### src/rtl/can_fault_confinement.sv
// CAN fault confinement: TEC/REC counters, active/passive/bus-off FSM and bus-off recovery.
// Counters and state move one clk after an event pulse. There is no backpressure; events arriving during bus-off are dropped.
module can_fault_confinement #(
  parameter int CNT_W         = 9,
  parameter int TX_ERR_INC    = 8,
  parameter int RX_ERR_INC    = 1,
  parameter int RX_PRIM_INC   = 8,
  parameter int WARN_LIMIT    = 96,
  parameter int PASSIVE_LIMIT = 128,
  parameter int BUSOFF_LIMIT  = 256,
  parameter int REC_RELOAD    = 120,
  parameter int RECOV_BITS    = 11,
  parameter int RECOV_SEQ     = 128,
  parameter int AUTO_RECOVER  = 0
) (
  input  logic                               clk,
  input  logic                               rst,
  input  logic                               sample_point,
  input  logic                               rx_bit,
  input  logic                               tx_err,
  input  logic                               tx_ack_passive_exc,
  input  logic                               tx_success,
  input  logic                               rx_err,
  input  logic                               rx_prim_err,
  input  logic                               rx_success,
  input  logic                               recover_req,
  output logic [CNT_W-1:0]                   tec,
  output logic [CNT_W-1:0]                   rec,
  output logic [1:0]                         err_state,
  output logic                               error_active,
  output logic                               error_passive,
  output logic                               bus_off,
  output logic                               error_warning,
  output logic [$clog2(RECOV_SEQ+1)-1:0]     recov_seq_cnt,
  output logic                               state_chg,
  output logic                               recovered
);
  localparam int BIT_W = $clog2(RECOV_BITS + 1);
  localparam int SEQ_W = $clog2(RECOV_SEQ + 1);
  localparam logic [CNT_W-1:0] CNT_MAX   = {CNT_W{1'b1}};
  localparam logic [CNT_W-1:0] ONE       = CNT_W'(1);
  localparam logic [CNT_W-1:0] WARN_L    = CNT_W'(WARN_LIMIT);
  localparam logic [CNT_W-1:0] PASS_L    = CNT_W'(PASSIVE_LIMIT);
  localparam logic [CNT_W-1:0] BO_L      = CNT_W'(BUSOFF_LIMIT);
  localparam logic [CNT_W-1:0] RELOAD    = CNT_W'(REC_RELOAD);
  localparam logic [BIT_W-1:0] BITS_LAST = BIT_W'(RECOV_BITS - 1);
  localparam logic [SEQ_W-1:0] SEQ_LAST  = SEQ_W'(RECOV_SEQ - 1);

  typedef enum logic [1:0] {
    ST_ACTIVE     = 2'd0,
    ST_PASSIVE    = 2'd1,
    ST_BUS_OFF    = 2'd2,
    ST_RECOVERING = 2'd3
  } st_e;

  st_e              state, state_nx;
  logic [CNT_W-1:0] tec_nx, rec_nx;
  logic [CNT_W:0]   tec_inc, rec_inc_p, rec_inc_o;
  logic [BIT_W-1:0] bit_cnt;
  logic             rec_ok, bit_done, seq_done, done;

  assign err_state = state;
  assign rec_ok    = recover_req || (AUTO_RECOVER != 0);
  assign bit_done  = sample_point && rx_bit && (bit_cnt == BITS_LAST);
  assign seq_done  = bit_done && (recov_seq_cnt == SEQ_LAST);
  assign done      = (state == ST_RECOVERING) && rec_ok && seq_done;

  // Next counter values; an error pulse always suppresses the matching success decrement.
  always_comb begin
    tec_inc   = {1'b0, tec} + (CNT_W+1)'(TX_ERR_INC);
    rec_inc_p = {1'b0, rec} + (CNT_W+1)'(RX_PRIM_INC);
    rec_inc_o = {1'b0, rec} + (CNT_W+1)'(RX_ERR_INC);
    tec_nx    = tec;
    rec_nx    = rec;
    if (tx_err) begin
      if (!(state == ST_PASSIVE && tx_ack_passive_exc))
        tec_nx = (tec_inc > {1'b0, CNT_MAX}) ? CNT_MAX : tec_inc[CNT_W-1:0];
    end else if (tx_success && tec != '0) begin
      tec_nx = tec - ONE;
    end
    if (rx_prim_err)
      rec_nx = (rec_inc_p > {1'b0, CNT_MAX}) ? CNT_MAX : rec_inc_p[CNT_W-1:0];
    else if (rx_err)
      rec_nx = (rec_inc_o > {1'b0, CNT_MAX}) ? CNT_MAX : rec_inc_o[CNT_W-1:0];
    else if (rx_success) begin
      if (rec >= PASS_L)   rec_nx = RELOAD;
      else if (rec != '0)  rec_nx = rec - ONE;
    end
  end

  always_ff @(posedge clk or negedge rst) begin
    if (!rst) begin
      tec <= '0;
      rec <= '0;
    end else if (done) begin
      tec <= '0;
      rec <= '0;
    end else if (!state[1]) begin
      tec <= tec_nx;
      rec <= rec_nx;
    end
  end

  always_ff @(posedge clk or negedge rst) begin
    if (!rst) begin
      bit_cnt       <= '0;
      recov_seq_cnt <= '0;
    end else if (state != ST_RECOVERING || !rec_ok || done) begin
      bit_cnt       <= '0;
      recov_seq_cnt <= '0;
    end else if (sample_point) begin
      if (!rx_bit) begin
        bit_cnt <= '0;
      end else if (bit_done) begin
        bit_cnt       <= '0;
        recov_seq_cnt <= recov_seq_cnt + SEQ_W'(1);
      end else begin
        bit_cnt <= bit_cnt + BIT_W'(1);
      end
    end
  end

  always_ff @(posedge clk or negedge rst) begin
    if (!rst) begin
      state     <= ST_ACTIVE;
      state_chg <= 1'b0;
      recovered <= 1'b0;
    end else begin
      state     <= state_nx;
      state_chg <= (state_nx != state);
      recovered <= done;
    end
  end

  always_comb begin
    state_nx = state;
    case (state)
      ST_ACTIVE, ST_PASSIVE: begin
        if (tec_nx >= BO_L)                          state_nx = ST_BUS_OFF;
        else if (tec_nx >= PASS_L || rec_nx >= PASS_L) state_nx = ST_PASSIVE;
        else                                         state_nx = ST_ACTIVE;
      end
      ST_BUS_OFF:    if (rec_ok) state_nx = ST_RECOVERING;
      ST_RECOVERING: begin
        if (!rec_ok)       state_nx = ST_BUS_OFF;
        else if (seq_done) state_nx = ST_ACTIVE;
      end
      default:       state_nx = ST_ACTIVE;
    endcase
  end

  always_comb begin
    error_active  = (state == ST_ACTIVE);
    error_passive = (state == ST_PASSIVE);
    bus_off       = state[1];
    error_warning = !state[1] && (tec >= WARN_L || rec >= WARN_L);
  end
endmodule

### config.mk
export PLATFORM = sky130hd
export DESIGN_NAME = can_fault_confinement
export DESIGN_NICKNAME = d
export VERILOG_FILES = /design/src/rtl/can_fault_confinement.sv
export SDC_FILE = /design/constraint.sdc
export NUM_CORES = 1
export LEC_CHECK = 0
export ABC_AREA = 1
export CAP_MARGIN = 20
export CORE_ASPECT_RATIO = 0.75
export CORE_MARGIN = 2
export CORE_UTILIZATION = 55
export CTS_CLUSTER_SIZE = 28
export DETAILED_ROUTE_END_ITERATION = 8
export GPL_TIMING_DRIVEN = 0
export PLACE_DENSITY = 0.89
export SETUP_SLACK_MARGIN = 0.1
export SLEW_MARGIN = 0
export SYNTH_ARGS = -nofsm -noshare
export SYNTH_HDL_FRONTEND = slang
export SYNTH_SLANG_ARGS = --single-unit
### constraint.sdc
create_clock -name clk -period 4.5 [get_ports clk]
set_input_delay 1.35 -clock clk [delete_from_list [all_inputs] [get_ports clk]]
set_output_delay 1.35 -clock clk [all_outputs]
set_load 0.01 [all_outputs]
==> impl_metrics.toml, run 1 <==
[outcome]
outcome = "complete, no violations"

[synth]
synthCells = 394
synth_cell_types = 40
syn-num-nets = 417
syn-cell-area_um2 = 2730
synth-edff-count = 0
synth_async_sr_flop_share = 1.00
synth_ff_type = "dfrtp_1"
yosysWarnings = 0
synth_area_per_cell_um2 = 6.93
ys_seq_area_frac = 0.312
synth_seq_cells = 34

[finish]
fillCellCount = 385
areaGrowthSynthToFinish_pct = 22.5
fin_nets = 467
stdcell_count = 504
antenna_cells = 0
drive_above_1_share = 0.124
fin_area_um2 = 3340
fin_util = 0.690

[power]
p_leak_nw = 1.56
ir_worst_vdd_mv = 0.230
power_density_nw_per_um2 = 409

[placement]
gp_congestion = 0.950
dp_hpwl_um = 5340
post_dp_cell_area_um2 = 3230
dp_cells = 497
io_buffers = 43

[routing]
dr.first_iter.drc_count = 282
via_per_inst = 5.73
wl_um = 7190
drc = 0
wl_per_cell_um = 14.3
dr.pass1.iters = 6
ant_nets = 0
vias = 2890

[sta]
slew_headroom = 0.479
finalSetupViolations = 0
slew_viol_final = 0
hold_violations = 0
fin_crit_ns = 3.47
tightestPinTransition_ns = 0.781
fmax_ghz = 0.288
period_share = 0.772
setup_tns_ns = 0
clock_skew_ns = 0.00873
grt_setup_unrepaired = "no"

[floorplanning]
core_area_um2 = 4840
die_x_um = 85.3
start_util = 0.563
die-area_um2 = 5550
rows = 22
die_h_um = 65
ios = 45

[setup_path]
reg2reg_slack_ns = 2.40
critPathLaunchType = "flop"
crit_required_ns = 3.15
path_max_fanout = 10
ff2ff_path_depth = 13
cp-end-kind = "output port"
critPathArrivalTime_ns = 2.12
crit_type = "flop to output port"

[cts]
cts_setup_buffers = 0
holdBufCountCts = 0
clk_path_buf_depth = 2
clk_latency_ns = 0.30
cts_tree = "yes"
cts.clk_slew.worst_paths_ns = 0.07
tritoncts.num_buffers = 5
cts-root-buf = "clkbuf_8"
cts_htree_levels = 2
cts_resized = 0
clock-sinks = 34

[hold_path]
hold_path.class = "flop to flop"
whs_path_depth = 1

[grt]
grt_usage = 0.277
grt_pass1_vias = 2752
grt_max_degree = 35
grt_pass1_wl_um = 12200
antenna_found_initial = 0
grt_overflow = 0

[run]
maxCapViolCount = 0
[worst max-delay path, cell delays in order, from the launching register on]
cell and delay, ns:
dfrtp_1 0.40, buf_4 0.18, clkbuf_1 0.31, a41oi_1 0.35, clkdlybuf4s50_1 0.60
[per-stage QoR]
stage | hold WS, ns | total power, mW | setup WS [ns]
CTS | 0.544 | 1.36 | 1.08
floorplan | 0.494 | 0.840 | 1.98
global placement | 0.511 | 1.04 | 1.26
finish | 0.543 | 1.37 | 1.03
detailed placement | 0.531 | 1.06 | 1.31
global route | 0.590 | 1.46 | 0.990
[where the power goes]
group	switching (mW)	internal, mW	leakage, nW
sequential	0.0894	0.357	0.435
clock	0.118	0.177	0.0573
combinational	0.357	0.267	1.07
total	0.565	0.801	1.56
[cells in the final DEF, fill, tap and decap left out, drive strengths merged, types with 7 or more instances in the layout]
master	synthesis	layout
buf	6	7
clkdlybuf4s50	0	42
xor2	10	10
inv	57	57
nor3	11	11
o22ai	10	10
nand2	113	113
ha	12	12
dfrtp	34	34
o21ai	31	31
nand3	24	24
nor2	40	40
clkbuf	2	8
a21oi	22	22
[registers in the layout, indices dropped and copies added (netlist names)]
| name | cells |
|---|---|
| bit_cnt | 4 |
| err_state | 2 |
| rec | 9 |
| recov_seq_cnt | 8 |
| recovered | 1 |
| state_chg | 1 |
| tec | 9 |
[final timing paths]
check | from | end
max in group asynchronous | rst | recov_seq_cnt[5]
hold / removal | bit_cnt[0] | bit_cnt[0]
setup / recovery | err_state[1] | error_warning
min in group asynchronous | rst | rec[7]
setup reg to reg | rec[3] | state_chg
hold reg to reg | bit_cnt[0] | bit_cnt[0]
[synthesized netlist by cell type, types with 2 or more instances]
| cell type | number | area, µm² |
|---|---|---|
| buf_4 | 2 | 15.0 |
| buf_6 | 2 | 22.5 |
| o21ai_1 | 4 | 20.0 |
| nand3_1 | 22 | 110 |
| ha_1 | 12 | 150 |
| clkbuf_1 | 2 | 7.51 |
| inv_2 | 10 | 37.5 |
| nand4_1 | 3 | 18.8 |
| o31ai_1 | 3 | 22.5 |
| inv_1 | 47 | 176 |
| nor2_1 | 29 | 109 |
| nand2_1 | 103 | 387 |
| nand3_2 | 2 | 20.0 |
| a21oi_1 | 20 | 100 |
| o21ai_0 | 27 | 135 |
| dfrtp_1 | 34 | 851 |
| nor2_4 | 6 | 67.6 |
| buf_2 | 2 | 10.0 |
| nor3_2 | 4 | 40.0 |
| a211oi_1 | 2 | 15.0 |
| o211ai_1 | 2 | 15.0 |
| nor2_2 | 5 | 31.3 |
| xor2_1 | 10 | 87.6 |
| o22ai_1 | 10 | 62.6 |
| nor3_1 | 7 | 35.0 |
| a21oi_2 | 2 | 17.5 |
| nand2_2 | 9 | 56.3 |
[kinds of logic (layout without fill, tap and decap cells)]
family          after synthesis  in the layout  share of synthesized area
simple gates                196            196                      0.339
compound gates               75             75                      0.156
buf+inv                      65            115                     0.0986
flops                        34             34                      0.312
fa+ha+maj                    12             12                     0.0550
xor+xnor                     11             11                     0.0353
mux                           1              1                    0.00367
[cell type report]
class                      instances  area, µm²  share of cell area
sequential                        34        851               0.255
clock buffer                       6       82.6              0.0247
clock inverter                     1       30.0             0.00899
tap                               60       75.1              0.0225
inverter                          57        214              0.0640
multi-input combinational        295       1610               0.481
buffer                             8       55.1              0.0165
timing repair buffer              43        425               0.127
[per-layer routing]
layer,vias to the layer above,track usage,routed length [µm]
li1,1375,-,-
met1,1351,0.366,3110
met2,146,0.438,3210
met3,18,0.0726,748
met4,0,0.103,128
met5,-,0,0
No activity file was read; power rests on OpenSTA's default activity.
==> run 2, diff against run 1 <==
CORE_UTILIZATION = 54   (was 55)
PLACE_DENSITY = 0.88   (was 0.89)
clock period = 3.33 ns   (was 4.5 ns; I/O delays follow)
==> run 2 against run 1 <==
Global-route usage grew 0.53 points. First-iteration DRC count grew 4.3%. Final cell count is the same. Clock-buffer cell count is the same. Critical path depth is the same. Critical endpoint unchanged. Largest power group unchanged. Highest routed layer unchanged.
==> impl_metrics.toml, run 2 (same netlist as run 1, synthesis figures left out) <==
[finish]
fin_nets = 467
areaGrowthSynthToFinish_pct = 22.5
drive_above_1_share = 0.124
stdcell_count = 504
antenna_cells = 0
fillCellCount = 401
final_common_cell = "nand2_1"
seq_area_um2 = 851
multiInputGateArea_um2 = 1610
largest_registers = "rec (9), tec (9), recov_seq_cnt (8)"
fin_area_um2 = 3340
final_cell_mix = "nand2_1, inv_1, clkdlybuf4s50_1, dfrtp_1, nor2_1"

[grt]
grt_usage = 0.282
grt_overflow = 0
grt_pass1_vias = 2658
grt_pass1_wl_um = 12500
grt_max_degree = 35
antenna_found_initial = 0

[setup_path]
cp-end-kind = "output port"
path_max_fanout = 10
r2r-start = "recov_seq_cnt[0]"
ff2ff_path_depth = 9
critPathArrivalTime_ns = 2.12
critPathLaunchType = "flop"
reg2reg_slack_ns = 1.19
crit_type = "flop to output port"
crit_required_ns = 2.33
reg2reg_to = "rec[1]"
crit_slowest_cell = "clkdlybuf4s50_1"
critPathTopFamily = "buffers and inverters"
cpPeakStageDelay_ns = 0.59
path_cells = "buf_4 > clkbuf_1 > a41oi_1 > clkdlybuf4s50_1"
cp_num_buf_inv = 3

[sta]
grt_setup_unrepaired = "no"
slew_viol_final = 0
clock_skew_ns = 0.00473
setup_tns_ns = 0
hold_violations = 0
slew_headroom = 0.467
fmax_ghz = 0.320
finalSetupViolations = 0
tightestPinTransition_ns = 0.800
period_share = 0.938
fin_crit_ns = 3.12

[cts]
clock-sinks = 34
cts_resized = 0
cts_htree_levels = 2
cts-root-buf = "clkbuf_8"
cts.clk_slew.worst_paths_ns = 0.07
cts_tree = "yes"
holdBufCountCts = 0
clk_latency_ns = 0.29
cts_setup_buffers = 0
clk_path_buf_depth = 2
tritoncts.num_buffers = 5

[routing]
vias = 2887
drc = 0
via_per_inst = 5.73
dr.pass1.iters = 5
wl_um = 7380
met3_length_um = 697
ant_nets = 0
dr.max_layer_used = "met4"
m1WireLength_um = 3240
dr.first_iter.drc_count = 294
wl_met2_um = 3340
wl_per_cell_um = 14.6

[hold_path]
worstHoldStart = "bit_cnt[0]"
min_to = "bit_cnt[0]"
hold_path.class = "flop to flop"
whs_path_depth = 1

[floorplanning]
start_util = 0.560
rows = 22
die_h_um = 65.6
ios = 45
core_area_um2 = 4870
die-area_um2 = 5640
die_x_um = 86.1

[power]
total_power_mw = 1.85
power_density_nw_per_um2 = 553
ir_worst_vdd_mv = 0.270
p_leak_nw = 1.56

[placement]
dp_hpwl_um = 5560
gp_congestion = 0.996
post_dp_cell_area_um2 = 3230
io_buffers = 43
dp_cells = 497

[run]
maxCapViolCount = 0

[outcome]
outcome = "complete, no violations"
run 2: cell counts in the layout (fill, tap and decap cells not counted):
Identical to the previous run, type by type.
run 2: stage by stage:
step	setup slack [ns]	hold WS (ns)	utilization
after detailed placement	0.458	0.536	0.663
after global routing	0.124	0.577	0.686
after floorplan	1.16	0.494	-
after global placement	0.440	0.511	0.664
final	0.206	0.555	0.686
after CTS	0.257	0.554	0.686
run 2: cell type report:
class                      count  share of cell area
multi-input combinational    295               0.481
sequential                    34               0.255
timing repair buffer          43               0.127
inverter                      57              0.0640
clock buffer                   6              0.0247
tap                           60              0.0225
buffer                         8              0.0165
clock inverter                 1             0.00899
run 2: where the power goes:
part | switching (mW) | leakage, nW | internal, mW
logic | 0.480 | 1.07 | 0.360
registers | 0.123 | 0.435 | 0.482
clock network | 0.162 | 0.0573 | 0.240
total | 0.765 | 1.56 | 1.08
run 2: layer usage:
metal	GRT usage	up-vias
met5	0	-
met4	0.0933	0
met3	0.0578	12
met2	0.435	143
met1	0.396	1347
li1	-	1385
run 2: worst max-delay path by stage:
| stage | start | end | slack, ns | depth (start not counted) |
|---|---|---|---|---|
| floorplan | tx_err | state_chg | 1.16 | 12 |
| global route | err_state[1] | error_warning | 0.12 | 4 |
| global placement | rst | recov_seq_cnt[4] | 0.44 | 1 |
| finish | err_state[1] | error_warning | 0.21 | 4 |
| detailed placement | sample_point | rec[1] | 0.46 | 11 |
| CTS | err_state[1] | error_warning | 0.26 | 4 |
==> run 3, diff against run 2 <==
clock period = 2.9 ns   (was 3.33 ns; I/O delays follow)
==> run 3 against run 2 <==
Die area is the same. Critical path depth is the same. Wire length shrank 0.51%. Global-route usage shrank 0.19 points. Critical path type unchanged. Largest power group unchanged.
==> impl_metrics.toml, run 3 (same netlist as run 1, synthesis figures left out) <==
[outcome]
outcome = "complete, no violations"

[floorplanning]
core_area_um2 = 4870
ios = 45
start_util = 0.560
die_h_um = 65.6
die_x_um = 86.1
die-area_um2 = 5640
rows = 22

[sta]
grt_setup_unrepaired = "no"
period_share = 0.914
clock_skew_ns = 0.00750
hold_violations = 0
tightestPinTransition_ns = 0.793
slew_viol_final = 0
fmax_ghz = 0.377
setup_tns_ns = 0
slew_headroom = 0.471
finalSetupViolations = 0
fin_crit_ns = 2.65
holdWs_ns = 0.555

[setup_path]
crit_type = "flop to output port"
critPathArrivalTime_ns = 1.78
path_cells = "buf_6 > nand2_2 > a41oi_1 > clkdlybuf4s50_1"
crit_slowest_cell = "clkdlybuf4s50_1"
crit_required_ns = 2.03
critPathLaunchType = "flop"
cp-end-kind = "output port"
cpPeakStageDelay_ns = 0.59
path_max_fanout = 8

[power]
p_seq_frac = 0.327
p_switching_mw = 0.881
p_leak_nw = 1.56
swShare = 0.415
comb_power_share = 0.455
intPower_mw = 1.24
power_density_nw_per_um2 = 636
p_clk_frac = 0.218
ir_worst_vdd_mv = 0.310

[finish]
fin_nets = 466
largest_registers = "rec (9), tec (9), recov_seq_cnt (8)"
final_cell_mix = "nand2_1, inv_1, clkdlybuf4s50_1, dfrtp_1, nor2_1"
final_common_cell = "nand2_1"
fin_util = 0.685
drive_above_1_share = 0.124
fillCellCount = 403
areaGrowthSynthToFinish_pct = 22.3
antenna_cells = 0

[grt]
grt_overflow = 0
grt_pass1_wl_um = 12400
antenna_found_initial = 0
grt_max_degree = 35
grt_usage = 0.280
grt_pass1_vias = 2654

[cts]
clk_path_buf_depth = 2
clock-sinks = 34
clk_latency_ns = 0.30
holdBufCountCts = 0
cts_setup_buffers = 0
cts_htree_levels = 2
cts_tree = "yes"
cts_resized = 0
cts-root-buf = "clkbuf_8"
cts.clk_slew.worst_paths_ns = 0.07
tritoncts.num_buffers = 5

[routing]
wl_um = 7340
dr.pass1.iters = 5
dr.first_iter.drc_count = 276
wl_per_cell_um = 14.6
ant_nets = 0
via_per_inst = 5.70
drc = 0
vias = 2865

[placement]
gp_congestion = 0.996
dp_hpwl_um = 5560
io_buffers = 43

[hold_path]
hold_path.class = "flop to flop"

[run]
maxCapViolCount = 0
==> run 3: cell types whose count changed in the layout (fill, tap and decap cells not counted) <==
cell | previous run | this run
clkbuf_1 | 2 | 1
==> run 3: power by group through the flow <==
stage | combinational, mW | clock [mW] | sequential (mW)
floorplan | 0.596 | 0 | 0.707
global placement | 0.918 | 0 | 0.693
detailed placement | 0.949 | 0 | 0.699
CTS | 0.954 | 0.464 | 0.691
global route | 1.08 | 0.490 | 0.712
finish | 0.966 | 0.462 | 0.695
==> run 3: final cells by class <==
class | instances | area (µm²) | share of cell area
well taps | 60 | 75.1 | 0.0225
clock inverters | 1 | 30.0 | 0.00900
multi-input cells | 295 | 1610 | 0.482
clock buffers | 6 | 82.6 | 0.0247
inverters | 57 | 214 | 0.0641
plain buffers | 7 | 51.3 | 0.0154
repair buffers | 43 | 425 | 0.127
flip-flops and latches | 34 | 851 | 0.255
==> run 3: final timing paths <==
| check | from | end | slack [ns] | cells past startpoint |
|---|---|---|---|---|
| max | rec[5] | error_warning | 0.25 | 4 |
| min | bit_cnt[0] | bit_cnt[0] | 0.55 | 1 |
| max reg2reg | rec[3] | state_chg | 0.75 | 14 |
| min reg2reg | bit_cnt[0] | bit_cnt[0] | 0.55 | 1 |
| max in group asynchronous | rst | state_chg | 1.74 | 1 |
| min in group asynchronous | rst | rec[8] | 0.65 | 1 |
==> run 3: metrics by stage <==
step / power, mW / instance area, µm² / std cells / setup WS (ns)
2_1_floorplan: 1.30 / 2730 / 394 / 0.861
3_3_place_gp: 1.61 / 3230 / 497 / 0.139
3_5_place_dp: 1.65 / 3230 / 497 / 0.157
4_1_cts: 2.11 / 3340 / 503 / 0.266
5_1_grt: 2.28 / 3340 / 503 / 0.136
6_report: 2.12 / 3340 / 503 / 0.248
==> run 3: metal layers <==
| layer | track usage | wire length (µm) | up-vias |
|---|---|---|---|
| li1 | - | - | 1379 |
| met1 | 0.393 | 3150 | 1320 |
| met2 | 0.431 | 3340 | 149 |
| met3 | 0.0578 | 736 | 17 |
| met4 | 0.0952 | 119 | 0 |
| met5 | 0 | 0 | - |
==> run 3: critical path, delay by kind of cell (launching register included) <==
kind                   cells  cell delay [ns]
AOI/OAI and AO/OA          1             0.27
buffers and inverters      2             0.74
DFF                        1             0.39
and+or+nand+nor            1             0.09
